**src/rtl/alu_op_sequencer_if.sv**
```systemverilog
`default_nettype none
// ============================================================================
// Module   : alu_op_sequencer_if
// Brief    : Command, arithmetic-unit and response bundle for the sequencer.
// Revision : 1.0
// ============================================================================
interface alu_op_sequencer_if #(
    parameter int DATA_WIDTH = 8
);
    logic                  cmd_valid;
    logic                  cmd_ready;
    logic [1:0]            cmd_fun;
    logic [DATA_WIDTH-1:0] cmd_a;
    logic [DATA_WIDTH-1:0] cmd_b;

    logic [DATA_WIDTH-1:0] in1;
    logic [DATA_WIDTH-1:0] in2;
    logic [1:0]            arith_fun;
    logic                  arith_en;
    logic [DATA_WIDTH-1:0] arith_out;
    logic                  arith_cout;
    logic                  arith_flag;

    logic                  rsp_valid;
    logic                  rsp_ready;
    logic [DATA_WIDTH-1:0] rsp_data;
    logic                  rsp_cout;
    logic                  rsp_err;

    // master: command issuer / response consumer / arithmetic unit side
    modport master (
        output cmd_valid, cmd_fun, cmd_a, cmd_b, rsp_ready,
        output arith_out, arith_cout, arith_flag,
        input  cmd_ready, in1, in2, arith_fun, arith_en,
        input  rsp_valid, rsp_data, rsp_cout, rsp_err
    );

    // slave: the sequencer itself
    modport slave (
        input  cmd_valid, cmd_fun, cmd_a, cmd_b, rsp_ready,
        input  arith_out, arith_cout, arith_flag,
        output cmd_ready, in1, in2, arith_fun, arith_en,
        output rsp_valid, rsp_data, rsp_cout, rsp_err
    );
endinterface
`default_nettype wire

```
**src/rtl/alu_op_sequencer.sv**
```systemverilog
`default_nettype none
// ============================================================================
// Module   : alu_op_sequencer
// Brief    : Issues one ALU command at a time, waits for the result with a
//            timeout and returns it on a valid/ready response channel.
// Revision : 1.0
// ============================================================================
module alu_op_sequencer #(
    parameter int DATA_WIDTH = 8,
    parameter int WAIT_MAX   = 4
) (
    input  wire logic        clk,
    input  wire logic        rst_n,
    alu_op_sequencer_if.slave bus,
    output logic [15:0]      op_count
);
    localparam int c_CNT_W = (WAIT_MAX > 1) ? $clog2(WAIT_MAX) : 1;
    localparam logic [c_CNT_W-1:0] c_LAST_WAIT = c_CNT_W'(WAIT_MAX - 1);

    typedef enum logic [1:0] {
        S_IDLE  = 2'd0,
        S_ISSUE = 2'd1,
        S_WAIT  = 2'd2,
        S_RESP  = 2'd3
    } state_t;

    state_t                r_state;
    state_t                w_next;
    logic                  w_accept;
    logic                  w_div0;
    logic                  w_timeout;
    logic                  w_rsp_done;
    logic [c_CNT_W-1:0]    r_wait_cnt;
    logic [DATA_WIDTH-1:0] r_in1;
    logic [DATA_WIDTH-1:0] r_in2;
    logic [1:0]            r_fun;
    logic [DATA_WIDTH-1:0] r_rsp_data;
    logic                  r_rsp_cout;
    logic                  r_rsp_err;
    logic [15:0]           r_op_count;

    always_ff @(posedge clk or negedge rst_n) begin
        if (!rst_n) begin
            r_state <= S_IDLE;
        end else begin
            r_state <= w_next;
        end
    end

    always_comb begin
        w_next        = r_state;
        w_accept      = 1'b0;
        w_timeout     = 1'b0;
        w_rsp_done    = 1'b0;
        w_div0        = (bus.cmd_fun == 2'b11) && (bus.cmd_b == '0);
        bus.cmd_ready = 1'b0;
        bus.arith_en  = 1'b0;
        bus.rsp_valid = 1'b0;
        case (r_state)
            S_IDLE: begin
                // ready is masked while reset is held even though the state is IDLE
                bus.cmd_ready = rst_n;
                w_accept      = bus.cmd_valid & rst_n;
                if (w_accept) begin
                    w_next = w_div0 ? S_RESP : S_ISSUE;
                end
            end
            S_ISSUE: begin
                bus.arith_en = 1'b1;
                w_next       = S_WAIT;
            end
            S_WAIT: begin
                w_timeout = !bus.arith_flag && (r_wait_cnt == c_LAST_WAIT);
                if (bus.arith_flag || w_timeout) begin
                    w_next = S_RESP;
                end
            end
            S_RESP: begin
                bus.rsp_valid = 1'b1;
                w_rsp_done    = bus.rsp_ready;
                if (w_rsp_done) begin
                    w_next = S_IDLE;
                end
            end
            default: w_next = S_IDLE;
        endcase
    end

    always_ff @(posedge clk or negedge rst_n) begin
        if (!rst_n) begin
            r_wait_cnt <= '0;
            r_in1      <= '0;
            r_in2      <= '0;
            r_fun      <= 2'b00;
            r_rsp_data <= '0;
            r_rsp_cout <= 1'b0;
            r_rsp_err  <= 1'b0;
            r_op_count <= 16'd0;
        end else begin
            if (w_accept) begin
                r_in1 <= bus.cmd_a;
                r_in2 <= bus.cmd_b;
                r_fun <= bus.cmd_fun;
                if (w_div0) begin
                    r_rsp_data <= '0;
                    r_rsp_cout <= 1'b0;
                    r_rsp_err  <= 1'b1;
                end
            end
            if (r_state == S_ISSUE) begin
                r_wait_cnt <= '0;
            end
            if (r_state == S_WAIT) begin
                if (bus.arith_flag) begin
                    r_rsp_data <= bus.arith_out;
                    r_rsp_cout <= bus.arith_cout;
                    r_rsp_err  <= 1'b0;
                end else if (w_timeout) begin
                    r_rsp_data <= '0;
                    r_rsp_cout <= 1'b0;
                    r_rsp_err  <= 1'b1;
                end else begin
                    r_wait_cnt <= r_wait_cnt + 1'b1;
                end
            end
            if (w_rsp_done) begin
                r_op_count <= r_op_count + 16'd1;
            end
        end
    end

    assign bus.in1       = r_in1;
    assign bus.in2       = r_in2;
    assign bus.arith_fun = r_fun;
    assign bus.rsp_data  = r_rsp_data;
    assign bus.rsp_cout  = r_rsp_cout;
    assign bus.rsp_err   = r_rsp_err;
    assign op_count      = r_op_count;

endmodule
`default_nettype wire

```
**src/flat_wrapper.sv**
```systemverilog
// flat-port wrapper written by rule: the top's interface ports become plain ports
module alu_op_sequencer_flat 
#(
    parameter int DATA_WIDTH = 8,
    parameter int WAIT_MAX   = 4
)
  (clk, rst_n, op_count, bus_cmd_valid, bus_cmd_fun, bus_cmd_a, bus_cmd_b, bus_rsp_ready, bus_arith_out, bus_arith_cout, bus_arith_flag, bus_cmd_ready, bus_in1, bus_in2, bus_arith_fun, bus_arith_en, bus_rsp_valid, bus_rsp_data, bus_rsp_cout, bus_rsp_err);
  alu_op_sequencer_if #(.DATA_WIDTH(DATA_WIDTH)) bus_i ();
  input  wire logic clk;
  input  wire logic rst_n;
  output logic [15:0] op_count;
  input wire logic [$bits(bus_i.cmd_valid)-1:0] bus_cmd_valid;
  input wire logic [$bits(bus_i.cmd_fun)-1:0] bus_cmd_fun;
  input wire logic [$bits(bus_i.cmd_a)-1:0] bus_cmd_a;
  input wire logic [$bits(bus_i.cmd_b)-1:0] bus_cmd_b;
  input wire logic [$bits(bus_i.rsp_ready)-1:0] bus_rsp_ready;
  input wire logic [$bits(bus_i.arith_out)-1:0] bus_arith_out;
  input wire logic [$bits(bus_i.arith_cout)-1:0] bus_arith_cout;
  input wire logic [$bits(bus_i.arith_flag)-1:0] bus_arith_flag;
  output wire logic [$bits(bus_i.cmd_ready)-1:0] bus_cmd_ready;
  output wire logic [$bits(bus_i.in1)-1:0] bus_in1;
  output wire logic [$bits(bus_i.in2)-1:0] bus_in2;
  output wire logic [$bits(bus_i.arith_fun)-1:0] bus_arith_fun;
  output wire logic [$bits(bus_i.arith_en)-1:0] bus_arith_en;
  output wire logic [$bits(bus_i.rsp_valid)-1:0] bus_rsp_valid;
  output wire logic [$bits(bus_i.rsp_data)-1:0] bus_rsp_data;
  output wire logic [$bits(bus_i.rsp_cout)-1:0] bus_rsp_cout;
  output wire logic [$bits(bus_i.rsp_err)-1:0] bus_rsp_err;
  assign bus_i.cmd_valid = bus_cmd_valid;
  assign bus_i.cmd_fun = bus_cmd_fun;
  assign bus_i.cmd_a = bus_cmd_a;
  assign bus_i.cmd_b = bus_cmd_b;
  assign bus_i.rsp_ready = bus_rsp_ready;
  assign bus_i.arith_out = bus_arith_out;
  assign bus_i.arith_cout = bus_arith_cout;
  assign bus_i.arith_flag = bus_arith_flag;
  assign bus_cmd_ready = bus_i.cmd_ready;
  assign bus_in1 = bus_i.in1;
  assign bus_in2 = bus_i.in2;
  assign bus_arith_fun = bus_i.arith_fun;
  assign bus_arith_en = bus_i.arith_en;
  assign bus_rsp_valid = bus_i.rsp_valid;
  assign bus_rsp_data = bus_i.rsp_data;
  assign bus_rsp_cout = bus_i.rsp_cout;
  assign bus_rsp_err = bus_i.rsp_err;
  alu_op_sequencer #(.DATA_WIDTH(DATA_WIDTH), .WAIT_MAX(WAIT_MAX)) u_core (.clk(clk), .rst_n(rst_n), .bus(bus_i), .op_count(op_count));
endmodule
```
**config.mk**
```make
export PLATFORM = sky130hd
export DESIGN_NAME = alu_op_sequencer_flat
export DESIGN_NICKNAME = d
export VERILOG_FILES = /design/src/rtl/alu_op_sequencer_if.sv /design/src/rtl/alu_op_sequencer.sv /design/src/flat_wrapper.sv
export SDC_FILE = /design/constraint.sdc
export NUM_CORES = 1
export LEC_CHECK = 0
export ABC_AREA = 0
export CAP_MARGIN = 20
export CORE_MARGIN = 2
export CORE_UTILIZATION = 43
export DETAILED_ROUTE_END_ITERATION = 8
export PLACE_DENSITY = 0.9
export SLEW_MARGIN = 20
export SYNTH_ARGS = -nofsm -noshare
export SYNTH_HDL_FRONTEND = slang
export SYNTH_SLANG_ARGS = --single-unit
```
**constraint.sdc**
```tcl
create_clock -name clk -period 2.4 [get_ports clk]
set_input_delay 0.36 -clock clk [delete_from_list [all_inputs] [get_ports clk]]
set_output_delay 0.36 -clock clk [all_outputs]
set_load 0.02 [all_outputs]
```
==> results of run 1 <==
[routing by layer]
layer,vias up,GRT usage,routed length (µm),share of wire
li1,718,-,-,-
met1,741,0.2133,1827,0.41
met2,51,0.3033,2253,0.51
met3,2,0.07956,326,0.074
met4,0,0.05051,14,0.0032
met5,-,0,0,0
[registers in the layout (all words and copies together) (netlist names)]
register              count
u_core.bus.arith_fun      2
u_core.bus.rsp_cout       1
u_core.r_wait_cnt         2
u_core.bus.in2            8
u_core.bus.in1            8
u_core.bus.rsp_data       8
u_core.r_state            2
u_core.op_count          16
u_core.bus.rsp_err        1
[path summary, 6_finish.rpt]
check / startpoint / slack [ps] / depth (start not counted) / endpoint
max: u_core.r_state[0] / 130 / 4 / bus_cmd_ready
max in group asynchronous: rst_n / 1690 / 3 / u_core.op_count[15]
min in group clk: u_core.op_count[15] / 480 / 1 / u_core.op_count[15]
max reg2reg: u_core.r_state[0] / 690 / 6 / u_core.r_state[0]
min: rst_n / 40 / 2 / u_core.bus.rsp_data[5]
min reg2reg: u_core.op_count[15] / 480 / 1 / u_core.op_count[15]
[layout by cell type, fill, tap and decap left out, types with 7 or more instances in the layout]
cell type	n
a22o_1	9
clkdlybuf4s50_1	77
dfrtp_1	48
ha_1	7
mux2_2	20
nand2_1	7
nand3_1	7
xnor2_1	10
[power groups by stage]
stage,Combinational (mW),Sequential (mW),Clock (mW)
3_3_place_gp,1.61,1.30,0
2_1_floorplan,0.553,1.62,0
6_report,1.63,1.30,0.454
5_1_grt,1.76,1.34,0.498
4_1_cts,1.66,1.30,0.468
3_5_place_dp,1.65,1.31,0
[cell type report]
type	count	area share
Clock inverter	1	0.001667
Timing Repair Buffer	81	0.2659
Multi-Input combinational cell	99	0.2793
Clock buffer	6	0.02418
Tap cell	54	0.02251
Inverter	5	0.006253
Sequential cell	48	0.4002
[kinds of logic (layout without fill, tap and decap cells)]
logic type,after synthesis,after routing
AO/OA/AOI/OAI,18,18
XOR/XNOR,15,15
flip-flops,48,48
AND/OR/NAND/NOR,38,38
multiplexers,21,21
buffers and inverters,7,93
adder cells (fa/ha/maj),7,7
[worst max-delay path, stage by stage (launching register included)]
cell             delay (ps)
dfrtp_1                 410
inv_1                   130
ha_1                    280
and2_1                  170
clkdlybuf4s50_1         620
==> key figures, run 1 <==
Route
  – Via/cell ratio: 5.143
  – Final WL: 4422 µm
  – ANT nets after route: 0
  – Post-DR wirelength/cell: 15.04 µm
  – Via count: 1512
  – DR pass1 iterations: 4
  – DRC violations left: 0
  – Detailed router's first-iteration violation count: 44

Setup path
  – Crit. End Element: output pin
  – Crit start category: flip-flop
  – Critical Path Fanout Max: 4
  – CP required: 2040 ps
  – CP arrival: 1910 ps
  – Class of the most critical setup path: reg2out

GRT
  – Initial antenna violation count: 0
  – All-layer global routing usage: 0.1815
  – Via count of the first global-routing pass: 1652
  – Global-route wire length before repair: 7383 µm
  – Gr ovfl total: 0
  – Largest net degree at the start of global routing: 29

Finish
  – Fillers: between 300 and 400
  – Register area: 1201 µm²
  – Multi-input combinational cell area: 838.3 µm²
  – Ratio of cells with drive above 1 in the final layout: 0.1375
  – Fin cells: 294
  – Util after Layout: 0.6397
  – Final nets: between 200 and 300
  – Area Overhead vs Synth: 45.31%
  – Finished layout cell area: 3002 µm²
  – Final antenna diode count: 0

Pwr
  – Pwr/cell area: 1128 nW/µm²
  – Power Total: approximately 3.4 mW
  – Worst vdd rail ir drop: 0.7762 mV
  – Psw: 1.219 mW
  – Clock power share: 0.134
  – Combinational Power Share: 0.482
  – Reg power frac: 0.384
  – P_leak: 1.296 nW
  – Sw Share: 0.3599
  – Internal: about 2.2 mW

Clocking
  – Clock tree buffer depth: 2
  – Quantity of gates resized following cts: 0
  – Worst skew pair latency: 300 ps
  – CTS tree: built
  – TritonCTS buffer count: 5
  – Htree depth: 2
  – CTS root buf: clkbuf_8
  – Post-CTS Setup Inserts: 0
  – CTS sink count: 48
  – Hold_buf cts: 0
  – Clock transition at the registers of the reported paths: 90 ps

STA
  – Max-Slew Margin vs Limit: 0.6799
  – Max Slew Vio Count: 0
  – Fmax achieved: 0.4412 GHz
  – Setup violations, final: 0
  – RSZ-0062 raised after global routing: no
  – WHS: 43.63 ps
  – Setup TNS: 0 ps
  – Final WS setup: 133.4 ps
  – Min cycle time layout: 2267 ps
  – Period utilization: 0.9444
  – Skew final: roughly 7.3 ps
  – Final Hold Vio Count: 0
  – Least-Margin Pin Slew: roughly 480 ps

Placed design
  – Routability-driven placement congestion ratio: around 0.76
  – Quantity of I/O buffers inserted on ports: ~80
  – Placed Cells: 287
  – HPWL after detailed placement: 3334 µm
  – Placed cell areas: 2924 µm²
  – DP Worst Slack: between 100 and 150 ps

Yosys
  – Mapped Avg Cell Area: approximately 13 µm²
  – Compound-Gate Fraction of Synth Area: 0.07389
  – Area leader, netlist: dfrtp_1
  – Netlist cell types: 30
  – XOR/XNOR share of the synthesized area: 0.06360
  – Sequential-to-total area share from yosys stat: 0.5815
  – Count leader, synth: dfrtp_1
  – Synth Instances: about 150
  – Top cells by area, synth: dfrtp_1 (58%), mux2_2 (11%), ha_1 (4.2%)
  – Adder-cell share of the synthesized area: 0.04240
  – Top_reg_cell synth: dfrtp_1
  – Synth Area in Simple Gates: 0.1121
  – Mux contribution to synthesized area: 0.1139
  – Async S/R FF share, synth: 1.000
  – Synth warn: 0
  – EDFF count, synth: 0
  – Seq cells post-synth: 48
  – Largest family of logic cells by synthesized area: multiplexers
  – Synth top area share: 0.5815
  – Netlist Area Pre-Place: about 2100 µm²
  – Commonest cells in the netlist: dfrtp_1 (48), mux2_2 (20), xnor2_1 (10), a22o_1 (9)
  – Synthesized Nets: between 150 and 200

Min path
  – Tightest Hold Check Type: in2async

Die
  – FP Rows: 25
  – Starting Density: 0.4403
  – Die Span X: 73.31 µm
  – Die Area: 5374 µm²
  – Die height: about 73 µm
  – Top-level I/O count: about 80
  – Core box area: 4692 µm²

Flow run
  – Total of max-cap violations: 0

Run status
  – Status: completed
No activity file was read; power rests on OpenSTA's default activity.
==> inputs of run 2 (changes only) <==
--- a/config.mk
+++ b/config.mk
@@ -10,7 +10,7 @@
 export CORE_MARGIN = 2
 export CORE_UTILIZATION = 43
 export DETAILED_ROUTE_END_ITERATION = 8
-export PLACE_DENSITY = 0.9
+export PLACE_DENSITY = 0.79
 export SLEW_MARGIN = 20
 export SYNTH_ARGS = -nofsm -noshare
 export SYNTH_HDL_FRONTEND = slang
==> run 2 against run 1 <==
Net effect:
- sequential share of layout area decreased by 0.22 points
- first-iteration DRC count increased by 55%
- sequential power about the same
- global-route usage shrank 1.4 points
- highest routed layer unchanged
- largest power group unchanged
==> key figures, run 2 (synthesis gave the netlist of run 1 again) <==
Setup path
  – CP arrival: 1870 ps (-40 ps)
  – R2R depth: 6 (unchanged)
  – CP required: 2040 ps (about the same)
  – Reg2Reg Launch Point: u_core.r_state[0]
  – Critical Path Fanout Max: 4 (unchanged)
  – Class of the most critical setup path: reg2out
  – RR Endpoint: u_core.r_state[0]
  – Critical path startpoint: u_core.r_state[0]
  – Crit. End Element: output pin
  – End of the critical path: bus_cmd_ready
  – Flop-to-flop setup slack: 710 ps (+20 ps)
  – Crit start category: flip-flop

Die
  – Starting Density: 0.4403 (unchanged)
  – Die height: 73.31 µm (unchanged)
  – Core box area: 4692 µm² (unchanged)
  – Top-level I/O count: 79 (unchanged)
  – FP Rows: 25 (unchanged)
  – Die Span X: 73.31 µm (unchanged)
  – Die Area: 5374 µm² (unchanged)

STA
  – Fmax achieved: 0.4484 GHz (+1.6%)
  – Skew final: 6.417 ps (-0.8717 ps)
  – Period utilization: 0.9293 (-0.01511)
  – RSZ-0062 raised after global routing: no
  – Setup TNS: 0 ps (unchanged)
  – Min cycle time layout: 2230 ps (-36.27 ps)
  – WHS: 31.52 ps (-12.11 ps)
  – Setup violations, final: 0 (unchanged)
  – Final WS setup: 169.7 ps (+36.27 ps)
  – Max Slew Vio Count: 0 (unchanged)
  – Least-Margin Pin Slew: 481.8 ps (+2.717 ps)
  – Max-Slew Margin vs Limit: 0.6781 (-0.001815)
  – Final Hold Vio Count: 0 (unchanged)

Placed design
  – Quantity of I/O buffers inserted on ports: 78 (unchanged)
  – Placed Cells: 287 (unchanged)
  – HPWL after detailed placement: 3168 µm (-5.0%)
  – Routability-driven placement congestion ratio: 0.7874 (+3.3%)
  – Placed cell areas: 2924 µm² (unchanged)
  – DP Worst Slack: 114.3 ps (+1.940 ps)

Finish
  – Ratio of cells with drive above 1 in the final layout: 0.1411 (+0.003579)
  – Util after Layout: 0.6432 (+0.003467)
  – Area Overhead vs Synth: 46.09%
  – Finished layout cell area: 3018 µm² (+0.54%)
  – Final antenna diode count: 0 (unchanged)
  – Final nets: 279 (unchanged)
  – Fillers: 392 (+5.7%)
  – Max reg flops: 16 (unchanged)
  – Commonest non-fill, non-tap cell in the layout: clkdlybuf4s50_1
  – Most frequent cells in the layout: clkdlybuf4s50_1 (77), dfrtp_1 (48), mux2_2 (20)
  – Fin cells: 295 (+0.34%)

Pwr
  – Sw Share: 0.3539 (-0.005967)
  – Reg power frac: 0.380 (-0.004)
  – Psw: 1.205 mW (-1.1%)
  – Worst vdd rail ir drop: 0.7273 mV (-6.3%)
  – Internal: 2.201 mW (+1.5%)
  – Combinational Power Share: 0.475 (-0.007)
  – P_leak: 1.299 nW (+0.26%)
  – Pwr/cell area: 1129 nW/µm² (about the same)
  – Power Total: 3.406 mW (+0.59%)
  – Clock power share: 0.145 (+0.011)

Run status
  – Status: completed

GRT
  – Initial antenna violation count: 0 (unchanged)
  – Global-route wire length before repair: 6762 µm (-8.4%)
  – Largest net degree at the start of global routing: 33 (+14%)
  – All-layer global routing usage: 0.1675 (-0.01396)
  – Via count of the first global-routing pass: 1527 (-7.6%)
  – Gr ovfl total: 0 (unchanged)

Min path
  – Tightest Hold Check Type: in2async

Clocking
  – Worst skew pair latency: 300 ps (about the same)
  – CTS root buf: clkbuf_8
  – Quantity of gates resized following cts: 0 (unchanged)
  – Post-CTS Setup Inserts: 0 (unchanged)
  – Clock tree buffer depth: 2 (unchanged)
  – CTS tree: built
  – Htree depth: 2 (unchanged)
  – Hold_buf cts: 0 (unchanged)
  – Clock transition at the registers of the reported paths: 90 ps (about the same)
  – TritonCTS buffer count: 5 (unchanged)
  – CTS sink count: 48 (unchanged)

Route
  – ANT nets after route: 0 (unchanged)
  – Via/cell ratio: 5.190 (+0.91%)
  – Via count: 1531 (+1.3%)
  – DRC violations left: 0 (unchanged)
  – DR pass1 iterations: 4 (unchanged)
  – Final WL: 4166 µm (-5.8%)
  – Post-DR wirelength/cell: 14.12 µm (-6.1%)
  – Detailed router's first-iteration violation count: 68 (+55%)

Flow run
  – Total of max-cap violations: 0 (unchanged)
[run 2: cell count changes in the layout (fill, tap and decap cells not counted)]
cell | before | now
clkinv_2 | 1 | 0
clkbuf_8 | 5 | 6
clkinvlp_4 | 0 | 1
[run 2: critical path, stage by stage, from the launching register on]
cell and delay (ps):
dfrtp_1 410, inv_1 120, ha_1 280, and2_1 160, clkdlybuf4s50_1 610
[run 2: power by group through the flow]
stage,Clock [mW],Combinational [mW],Sequential (mW)
after global placement,0,1.61,1.31
final,0.495,1.62,1.29
after CTS,0.513,1.64,1.30
after floorplan,0,0.553,1.62
after global routing,0.552,1.74,1.34
after detailed placement,0,1.64,1.31
[run 2: cell type report]
type | count | area (µm²) | share of cell area
tap | 54 | 67.56 | 0.02239
multi-input combinational | 99 | 838.3 | 0.2778
timing repair buffer | 81 | 798.3 | 0.2645
inverter | 5 | 18.77 | 0.006219
clock buffer | 7 | 86.33 | 0.02861
clock inverter | 1 | 7.507 | 0.002488
sequential | 48 | 1201 | 0.3980
[run 2: worst min path at each step]
stage,startpoint,endpoint
after floorplan,rst_n,u_core.bus.arith_fun[0]
after global routing,rst_n,u_core.bus.rsp_data[5]
after global placement,rst_n,u_core.bus.rsp_data[0]
final,rst_n,u_core.bus.rsp_data[0]
after CTS,rst_n,u_core.bus.rsp_data[5]
after detailed placement,rst_n,u_core.bus.rsp_data[5]
[run 2: metal layers]
| metal | share of wire | routed length, µm | global-route usage | vias to the layer above |
|---|---|---|---|---|
| met5 | 0 | 0 | 0 | - |
| met4 | 0.014 | 60 | 0.06061 | 0 |
| met3 | 0.097 | 406 | 0.07545 | 7 |
| met2 | 0.46 | 1919 | 0.2703 | 58 |
| met1 | 0.43 | 1779 | 0.1980 | 744 |
| li1 | - | - | - | 722 |
==> inputs of run 3 (changes only) <==
--- a/config.mk
+++ b/config.mk
@@ -5,7 +5,7 @@
 export SDC_FILE = /design/constraint.sdc
 export NUM_CORES = 1
 export LEC_CHECK = 0
-export ABC_AREA = 0
+export ABC_CLOCK_PERIOD_IN_PS = 2400
 export CAP_MARGIN = 20
 export CORE_MARGIN = 2
 export CORE_UTILIZATION = 43
==> results of run 3 <==
Final layout, timing and power as in run 2 (identical DEF).
